[src/rtl/ca_pkg.sv]
// Shared types and constants for the cellular-automaton run controller.
package ca_pkg;

  localparam int unsigned CA_WIDTH = 64;
  localparam int unsigned CA_CNT_W = 8;

  localparam logic [7:0] RULE_IDENT = 8'd204;
  localparam logic [7:0] RULE_SHL   = 8'd170;
  localparam logic [7:0] RULE_90    = 8'd90;

  typedef enum logic [1:0] {
    ST_IDLE,
    ST_RUN,
    ST_DONE
  } ca_state_t;

endpackage

[src/rtl/ca_next_gen.sv]
// Combinational next-generation function of an elementary CA under an 8-bit Wolfram rule.
module ca_next_gen
  import ca_pkg::*;
#(
  parameter int unsigned WIDTH = CA_WIDTH
) (
  input  logic [WIDTH-1:0] cur,
  input  logic [7:0]       rule,
  input  logic             wrap,
  output logic [WIDTH-1:0] nxt
);

  // Padded copy: ext[0] is the cell right of bit 0, ext[WIDTH+1] the cell left of bit WIDTH-1.
  logic [WIDTH+1:0] ext;

  assign ext = {wrap & cur[0], cur, wrap & cur[WIDTH-1]};

  always_comb begin
    nxt = '0;
    for (int unsigned i = 0; i < WIDTH; i++) begin
      nxt[i] = rule[ext[i+2 -: 3]];
    end
  end

endmodule

[src/rtl/ca_run_controller.sv]
// Seed load / run / pause sequencer for the CA state register, with LED slice output.
module ca_run_controller
  import ca_pkg::*;
#(
  parameter int unsigned WIDTH = CA_WIDTH,
  parameter int unsigned CNT_W = CA_CNT_W
) (
  input  logic             clk,
  input  logic             rst,
  input  logic             start,
  input  logic             pause,
  input  logic [7:0]       rule,
  input  logic [CNT_W-1:0] steps,
  input  logic             wrap,
  input  logic [WIDTH-1:0] seed,
  input  logic [1:0]       select,
  output logic [WIDTH-1:0] state,
  output logic [15:0]      led,
  output logic [CNT_W-1:0] gen_count,
  output logic             busy,
  output logic             done
);

  localparam int unsigned IDX_W = $clog2(WIDTH);

  ca_state_t        fsm, fsm_nxt;
  logic [7:0]       rule_q;
  logic [CNT_W-1:0] steps_q;
  logic             wrap_q;
  logic [WIDTH-1:0] nxt;
  logic [CNT_W-1:0] gen_inc;
  logic [IDX_W-1:0] led_base;

  ca_next_gen #(
    .WIDTH(WIDTH)
  ) u_next_gen (
    .cur (state),
    .rule(rule_q),
    .wrap(wrap_q),
    .nxt (nxt)
  );

  assign gen_inc = gen_count + CNT_W'(1);

  always_ff @(posedge clk) begin
    if (rst) fsm <= ST_IDLE;
    else     fsm <= fsm_nxt;
  end

  always_comb begin
    fsm_nxt = fsm;
    case (fsm)
      ST_IDLE: if (start) fsm_nxt = (steps != '0) ? ST_RUN : ST_DONE;
      ST_RUN:  if (!pause && gen_inc == steps_q) fsm_nxt = ST_DONE;
      ST_DONE: fsm_nxt = ST_IDLE;
      default: fsm_nxt = ST_IDLE;
    endcase
  end

  always_ff @(posedge clk) begin
    if (rst) begin
      state     <= '0;
      gen_count <= '0;
      rule_q    <= '0;
      steps_q   <= '0;
      wrap_q    <= 1'b0;
    end else begin
      case (fsm)
        ST_IDLE: begin
          if (start) begin
            rule_q    <= rule;
            steps_q   <= steps;
            wrap_q    <= wrap;
            state     <= seed;
            gen_count <= '0;
          end
        end
        ST_RUN: begin
          if (!pause) begin
            state     <= nxt;
            gen_count <= gen_inc;
          end
        end
        default: ;
      endcase
    end
  end

  assign busy = (fsm == ST_RUN);
  assign done = (fsm == ST_DONE);

  assign led_base = IDX_W'({select, 4'b0000});
  assign led      = state[led_base +: 16];

endmodule

[config.mk]
export PLATFORM = sky130hd
export DESIGN_NAME = ca_run_controller
export DESIGN_NICKNAME = d
export VERILOG_FILES = /design/src/rtl/ca_pkg.sv /design/src/rtl/ca_next_gen.sv /design/src/rtl/ca_run_controller.sv
export SDC_FILE = /design/constraint.sdc
export NUM_CORES = 1
export LEC_CHECK = 0
export ABC_CLOCK_PERIOD_IN_PS = 2300
export CAP_MARGIN = 25
export CORE_MARGIN = 10
export CORE_UTILIZATION = 40
export DETAILED_ROUTE_END_ITERATION = 8
export HOLD_SLACK_MARGIN = 0.06
export PLACE_DENSITY = 0.65
export SLEW_MARGIN = 20
export SYNTH_ARGS = -nofsm -noshare
export SYNTH_HDL_FRONTEND = slang
export SYNTH_HIERARCHICAL = 1
export SYNTH_SLANG_ARGS = --single-unit
export TNS_END_PERCENT = 1
[constraint.sdc]
create_clock -name clk -period 2.3 [get_ports clk]
set_input_delay 0.46 -clock clk [delete_from_list [all_inputs] [get_ports clk]]
set_output_delay 0.46 -clock clk [all_outputs]
set_load 0.01 [all_outputs]
# Yosys cells after proc, flatten, opt, wreduce, memory -nomap -nowiden
# Cells that the tools add are included.
[totals]
regBits = 91
input_bits = 87
out_inout_bits = 90
elab_cells = 226
[classes]
addsub = 1
n_lt_le_gt_ge = 64
eq_ne = 6
shifts = 1
mux = 138
bitwise_logic = 2
reduce_logical = 8
[op_table]
columns = ["op", "count"]
rows = [
  ["3-bit by 4-bit less-than comparator with 1-bit output (second input constant)", 64],
  ["1-bit binary-select mux with 3-bit select", 64],
  ["64-bit 2-to-1 mux", 2],
  ["64-bit case mux with 2 select lines", 1],
  ["1-bit 2-to-1 mux", 64],
  ["64-bit by 7-bit indexed part select with 16-bit output", 1],
  ["8-bit 2-to-1 mux", 2],
  ["8-bit case mux with 2 select lines", 1],
  ["8-bit by 1-bit adder with 8-bit output (second input constant)", 1],
  ["8-bit == test", 1],
  ["8-bit nonzero test", 1],
  ["2-bit 2-to-1 mux", 3],
  ["2-bit inequality test (second input constant)", 2],
  ["2-bit case mux with 2 select lines", 1],
  ["2-bit AND reduction", 2],
  ["3-bit AND reduction", 1],
  ["1-bit bitwise AND", 2],
  ["2-bit by 1-bit == test with 1-bit output (second input constant)", 1],
  ["2-bit == test (second input constant)", 1],
  ["2-bit zero test", 1],
  ["2-bit by 1-bit inequality test with 1-bit output (second input constant)", 1],
  ["2-bit nonzero test", 1],
  ["1-bit logical AND", 1],
  ["1-bit zero test", 1],
]

# Depth between registers and ports, before layout
# Gate-level depths: netlist (run 1).
[logic_depth]
ltp_word = 5
ltp_mapped = 8
mapped_depth_nobuf = 7

# Modules after synthesis
# The synthesis (run 1) kept the hierarchy.
[by_module_without_submodules]
columns = ["module", "n_inst", "cells_per_inst", "area_each_um2", "seq_area_each_um2"]
rows = [
  ["ca_run_controller", 1, 548, 4391.7, 1821.7],
  ["ca_next_gen", 1, 401, 4081.4, 0.0],
]

# Worst setup path before layout (run 1)
# OpenSTA, ideal clock, no wires.
[synth_timing]
path_kind = "input to output"
from = "in select[0]"
to = "out led[10]"
arrival_ns = 1.740
t_required_ns = 1.840
path_slack_ns = 0.100
path_stages = 3
path_buffers = 2
cell_sequence = "clkbuf_1 buf_2 mux4_2"
[synth_via]
elab_chain_len = 1
[synth_rtl]
columns = ["element", "line", "rtl"]
rows = [
  ["start, declared", "ca_run_controller.sv:16", "input logic [1:0] select,"],
  ["64-bit by 7-bit indexed part select with 16-bit output", "ca_run_controller.sv:93", "assign led = state[led_base +: 16];"],
  ["end, declared", "ca_run_controller.sv:18", "output logic [15:0] led,"],
]
# Every way passes these cells.

# Final worst setup path (run 1)
# Ends and elaborated chain as after synthesis.

==> run metrics, run 1 <==
status finished, final reports clean; final net count about 1200; top_reg_cell synth dfxtp_1; Clock Power Share about a quarter; clock skew approximately 0.010 ns; Final HPWL DP roughly 22000 um; Hold Crit Start steps_q[6]; internal power 3.921 mW; CP Launch Type input pin; FP Rows 53; Post-Synthesis Cells 949; Flop pwr share a little over 30%; Syn Area/Cell 8.928 um^2; root buffer cell clkbuf_16; clk_lat worst skew 0.36 ns; routed wire length ~32000 um; CP max-delay cell mux4_2; CTS tree done; Critical path origin select[0]; critical path required time approximately 1.8 ns; setup TNS 0 ns; largest net degree at the start of global routing 92; Psw approximately 2.2 mW; Worst EP arrival about 1.8 ns; Synth cell types between 40 and 50; Placer Congestion between 0.8 and 0.9; final core occ 53.22%; routed len/inst roughly 23 um; die footprint 27410 um^2; Net Count, Synth around 1000; Hold Violations, Final 0; IO Count 177; Die Y-Extent 165.5 um; power share of the combinational group a little over two fifths; critical path start-end classification input pin to primary output; Static Leak ~4.0 nW; origin of the critical flop-to-flop path rule_q[5]; DR vias/cell between 6 and 7; number of global-route vias before repair slightly above 8000; Least-Margin Pin Slew about 0.46 ns; Die Wd around 170 um; number of buffers created by CTS 9; Total GRT Usage 22.62%; clock sinks 91; Final setup viols 0; RSZ-0062 raised after global routing false; area grow syn2layout 31.61%; critical path capture point type primary output; CTS clk-pin slew, worst paths ~0.08 ns; ys async rst share 0%; synth warn 6; Post-Syn Area about 8500 um^2; EDFF count, synth 0; Clock Path Buffers 2; share of cells above drive strength 1 roughly 23%; slowest stage delay, CP approximately 0.48 ns; Seq/Total Area, Yosys a little over a fifth; H-Tree Level Count 3; max_slew headroom between 60% and 70%; Initial Util 40.43%; routed vias ~8600; first-pass detailed-route iteration total 5; switching share of power around 36%; Core ar. around 21000 um^2; Hold Crit Class flip-flop to flip-flop; Fmax approximately 440 MHz; initial antenna violation count 1; cts hold-fix bufs 0; number of remaining DRC errors 0; peak supply drop about 0.00045 V; antenna-violating nets left 0; critical path, cell by cell clkdlybuf4s18_2 -> buf_16 -> buf_4 -> mux4_2 -> dlygate4sd2_1; Tcrit/Tclk final 98.44%; pwr dens approximately 550 nW/um^2; crit path max fanout 8; GRT Residual Overflow 0; Final min period 2.264 ns; initial detailed-routing violation count about 850; first-pass GRT wire length 48880 um; reported max-cap violation count 0; number of port buffers 176; flops & latches, synth 91; final slew viol count 0
[metrics by stage]
stage	cells	area [um^2]	hold WS [ns]	total power, mW	setup WS [ns]
finish	1389	11150	0.4758	6.122	0.03581
global route	1388	11150	0.4978	6.429	0.00006628
CTS	1388	11150	0.4772	6.136	0.02870
detailed placement	1369	10830	0.4664	4.581	-0.3643
global placement	1369	10830	0.4618	4.548	-0.3507
floorplan	949	8473	0.4368	3.447	0.09992
[flip-flops by register name, indices dropped and copies added, names as in the netlist]
signal / count
rule_q: 8
state: 64
wrap_q: 1
fsm: 2
steps_q: 8
gen_count: 8
[what timing repair did]
action,CTS,global route
setup endpoints to repair,16,3
cloned,1,0
pin swaps,0,0
resized for setup,20,3
buffers inserted,2,0
[cells in the mapped netlist, types with 2 or more instances]
library cell | instances | area share (%)
nand2_1 | 212 | 9.4
mux4_2 | 94 | 25
dfxtp_1 | 91 | 22
clkbuf_1 | 87 | 3.9
nor2_1 | 87 | 3.9
a311oi_1 | 69 | 7.1
mux2_2 | 43 | 5.7
a2111oi_0 | 23 | 2.4
a21oi_1 | 23 | 1.4
nor3_1 | 17 | 1.0
o2111ai_1 | 16 | 1.7
o21ai_0 | 16 | 0.95
and4b_1 | 15 | 1.8
nand2b_1 | 15 | 1.1
nand4b_1 | 15 | 1.6
buf_6 | 12 | 1.6
inv_1 | 12 | 0.53
nor2b_1 | 12 | 0.89
buf_2 | 11 | 0.65
buf_1 | 10 | 0.44
nand3_1 | 10 | 0.59
xnor2_1 | 7 | 0.72
mux4_1 | 6 | 1.9
or2b_1 | 5 | 0.44
a31oi_1 | 4 | 0.30
and3_1 | 4 | 0.30
mux2i_1 | 3 | 0.35
nand3b_1 | 3 | 0.27
nor4_1 | 3 | 0.22
a21boi_0 | 2 | 0.18
a41o_1 | 2 | 0.24
a41oi_1 | 2 | 0.21
o21bai_1 | 2 | 0.18
[path summary, 6_finish.rpt]
kind,to,slack [ns],cells past startpoint
hold reg to reg,steps_q[6],0.48,2
setup reg to reg,state[30],0.20,6
hold / removal,steps_q[6],0.48,2
setup / recovery,led[10],0.04,5
[final cells by class]
cell class / count / area, um^2
well taps: 275 / 344.1
clock buffers: 9 / 225.2
multi-input cells: 726 / 6062
diodes: 1 / 2.502
repair buffers: 268 / 2572
inverters: 12 / 45.04
flip-flops and latches: 91 / 1827
clock inverters: 7 / 73.82
fillers: 1977 / 9803
[critical path, delay by kind of cell]
family / cells / cell delay, ns
buf+inv: 4 / 0.84
mux: 1 / 0.48
[power groups by stage]
| stage | combinational, mW | clock [mW] | sequential [mW] |
|---|---|---|---|
| 5_1_grt | 2.85 | 1.66 | 1.92 |
| 2_1_floorplan | 1.41 | 0 | 2.04 |
| 3_3_place_gp | 2.61 | 0 | 1.94 |
| 6_report | 2.64 | 1.58 | 1.91 |
| 3_5_place_dp | 2.64 | 0 | 1.94 |
| 4_1_cts | 2.63 | 1.60 | 1.91 |
[cell families after synthesis]
group / after synthesis / synth area share, %
multiplexers: 146 / 32.91
adder cells (fa/ha/maj): 1 / 0.1476
AO/OA/AOI/OAI: 163 / 15.02
AND/OR/NAND/NOR: 407 / 22.24
flip-flops: 91 / 21.50
XOR/XNOR: 9 / 1.108
buffers and inverters: 132 / 7.073
[placed cells by master, fill, tap and decap left out, types with 5 or more instances in the layout]
cell type	count
nand4b_1	15
o2111ai_1	16
mux4_2	94
a2111oi_0	23
nand2b_1	14
clkbuf_16	9
nor2b_1	12
nor2_1	87
dfxtp_1	87
and4b_1	15
dlygate4sd2_1	16
buf_4	81
a311oi_1	69
mux2_2	43
clkdlybuf4s50_1	158
inv_1	11
nand3_1	10
nor3_1	17
o21ai_0	16
mux4_1	6
buf_12	10
a21oi_1	23
or2b_1	5
nand2_1	211
xnor2_1	7
[metal layers]
metal	vias to the layer above	global-route usage [%]	share of wire (%)
li1	3932	-	-
met1	4164	29.57	40
met2	464	35.50	47
met3	57	5.578	10
met4	0	8.300	3.4
met5	-	0	0
(Power assumes the default switching activity.)
==> run 2: changes to the inputs <==
--- a/config.mk
+++ b/config.mk
@@ -10,6 +10,7 @@
 export CORE_MARGIN = 10
 export CORE_UTILIZATION = 40
 export DETAILED_ROUTE_END_ITERATION = 8
+export GPL_ROUTABILITY_DRIVEN = 1
 export HOLD_SLACK_MARGIN = 0.06
 export PLACE_DENSITY = 0.65
 export SLEW_MARGIN = 20
==> results of run 2 <==
No change in the layout: final DEF, timing and power equal those of run 1.
==> run 3: changes to the inputs <==
--- a/config.mk
+++ b/config.mk
@@ -5,7 +5,7 @@
 export SDC_FILE = /design/constraint.sdc
 export NUM_CORES = 1
 export LEC_CHECK = 0
-export ABC_CLOCK_PERIOD_IN_PS = 2300
+export ABC_CLOCK_PERIOD_IN_PS = 2200
 export CAP_MARGIN = 25
 export CORE_MARGIN = 10
 export CORE_UTILIZATION = 40
==> constraint.sdc (replaced) <==
create_clock -name clk -period 2.2 [get_ports clk]
set_input_delay 0.44 -clock clk [delete_from_list [all_inputs] [get_ports clk]]
set_output_delay 0.44 -clock clk [all_outputs]
set_load 0.01 [all_outputs]
==> run metrics, run 3 (synthesis results as in run 1) <==
status finished, final reports clean; area grow syn2layout 32.31%; crit path max fanout 16; Fmax ~460 MHz; Hold Crit Class flip-flop to flip-flop; worst hold endpoint steps_q[0]; hold depth 2; critical path capture point type primary output; first-pass detailed-route iteration total 5; area occupied by multi-input gates approximately 6100 um^2; final core occ between 50% and 60%; Final setup viols 0; die footprint roughly 27000 um^2; peak supply drop ~0.00053 V; cell area after placement around 11000 um^2; pwr dens approximately 570 nW/um^2; DR vias/cell 6.236; routed wire length about 32000 um; clock skew ~0.014 ns; routed len/inst 23.02 um; IO Count roughly 180; FP Rows 53; Hold Violations, Final 0; Static Leak about 4 nW; max_slew headroom between 50% and 60%; Die Y-Extent between 150 and 200 um; reported max-cap violation count 0; Worst EP arrival 1.73 ns; critical path start-end classification input pin to primary output; antenna-violating nets left 0; clock sinks approximately 90; origin of the critical flop-to-flop path gen_count[1]; root buffer cell clkbuf_16; CTS clk-pin slew, worst paths about 0.070 ns; initial detailed-routing violation count a little over 900; CP Launch Type input pin; first-pass GRT wire length 49420 um; Initial Util 40.43%; final cell count without fillers 1397; initial antenna violation count 0; RSZ-0062 raised after global routing false; Register Area about 1800 um^2; reg2reg end fsm[1]; reg2reg path depth 8; Hold Crit Start steps_q[0]; largest register by flop count state; final net count around 1200; most frequent cells in the layout nand2_1 (211), clkdlybuf4s50_1 (158), mux4_2 (94); Clock Path Buffers 2; number of port buffers 176; critical path required time roughly 1.8 ns; Tcrit/Tclk final just under 100%; final hold slack 0.4729 ns; Die Wd around 170 um; Core ar. approximately 21000 um^2; max reg flops 64; number of remaining DRC errors 0; Final min period around 2.2 ns; H-Tree Level Count 3; number of buffers created by CTS 9; Reg2Reg Setup Slack approximately 0.22 ns; share of cells above drive strength 1 about a quarter; filler instances 1973; clk_lat worst skew roughly 0.36 ns; Least-Margin Pin Slew 0.6069 ns; CTS tree done; largest net degree at the start of global routing just over 70; routed vias between 8000 and 9000; DP Cell Count 1378; GRT Residual Overflow 0; commonest non-fill, non-tap cell in the layout nand2_1; Placer Congestion 0.8547; final slew viol count 0; Final Cell Area ~11000 um^2; setup TNS 0 ns; number of global-route vias before repair between 8000 and 9000; Final HPWL DP ~23000 um; Total GRT Usage a little under a quarter
[run 3: metal layers]
metal | vias to the layer above | share of wire [%] | track usage [%]
met2 | 456 | 47 | 36.23
met4 | 0 | 3.1 | 7.662
met1 | 4247 | 39 | 29.90
li1 | 3957 | - | -
met5 | - | 0 | 0
met3 | 52 | 11 | 6.123
[run 3: power breakdown]
part	switching (mW)	internal, mW	leakage, nW
clock	0.777	0.889	0.142
sequential	0.169	1.81	0.753
combinational	1.38	1.41	3.17
[run 3: repair_timing]
item | in CTS | in global routing
setup buffers | 0 | 1
hold buffers | 0 | 0
setup endpoints to repair | 17 | 4
cloned | 1 | 0
pin swaps | 0 | 1
gates resized for setup | 21 | 3
[run 3: cell type report]
class	instances	area share, %
multi-input cells	726	54.13
repair buffers	276	23.40
flip-flops and latches	91	16.28
well taps	275	3.069
clock buffers	9	2.009
clock inverters	7	0.6808
inverters	12	0.4018
diodes	1	0.02232
[run 3: worst max-delay path by stage]
| stage | slack (ns) | end | from | cells after the start |
|---|---|---|---|---|
| floorplan | 0.04 | led[10] | select[0] | 3 |
| global placement | -0.41 | led[13] | select[0] | 4 |
| detailed placement | -0.42 | led[5] | select[0] | 4 |
| CTS | 0.03 | led[5] | select[1] | 4 |
| global route | 0.003 | led[7] | select[1] | 4 |
| finish | 0.03 | led[11] | select[1] | 4 |
[run 3: stage by stage]
stage | setup slack, ns | total power [mW]
floorplan | 0.03992 | 3.604
global placement | -0.4088 | 4.764
detailed placement | -0.4179 | 4.802
CTS | 0.02793 | 6.447
global route | 0.002864 | 6.755
finish | 0.03278 | 6.434
[run 3: critical path: stages]
cell             delay, ns
clkdlybuf4s50_1       0.50
buf_12                0.17
mux4_2                0.30
dlygate4sd2_1         0.30
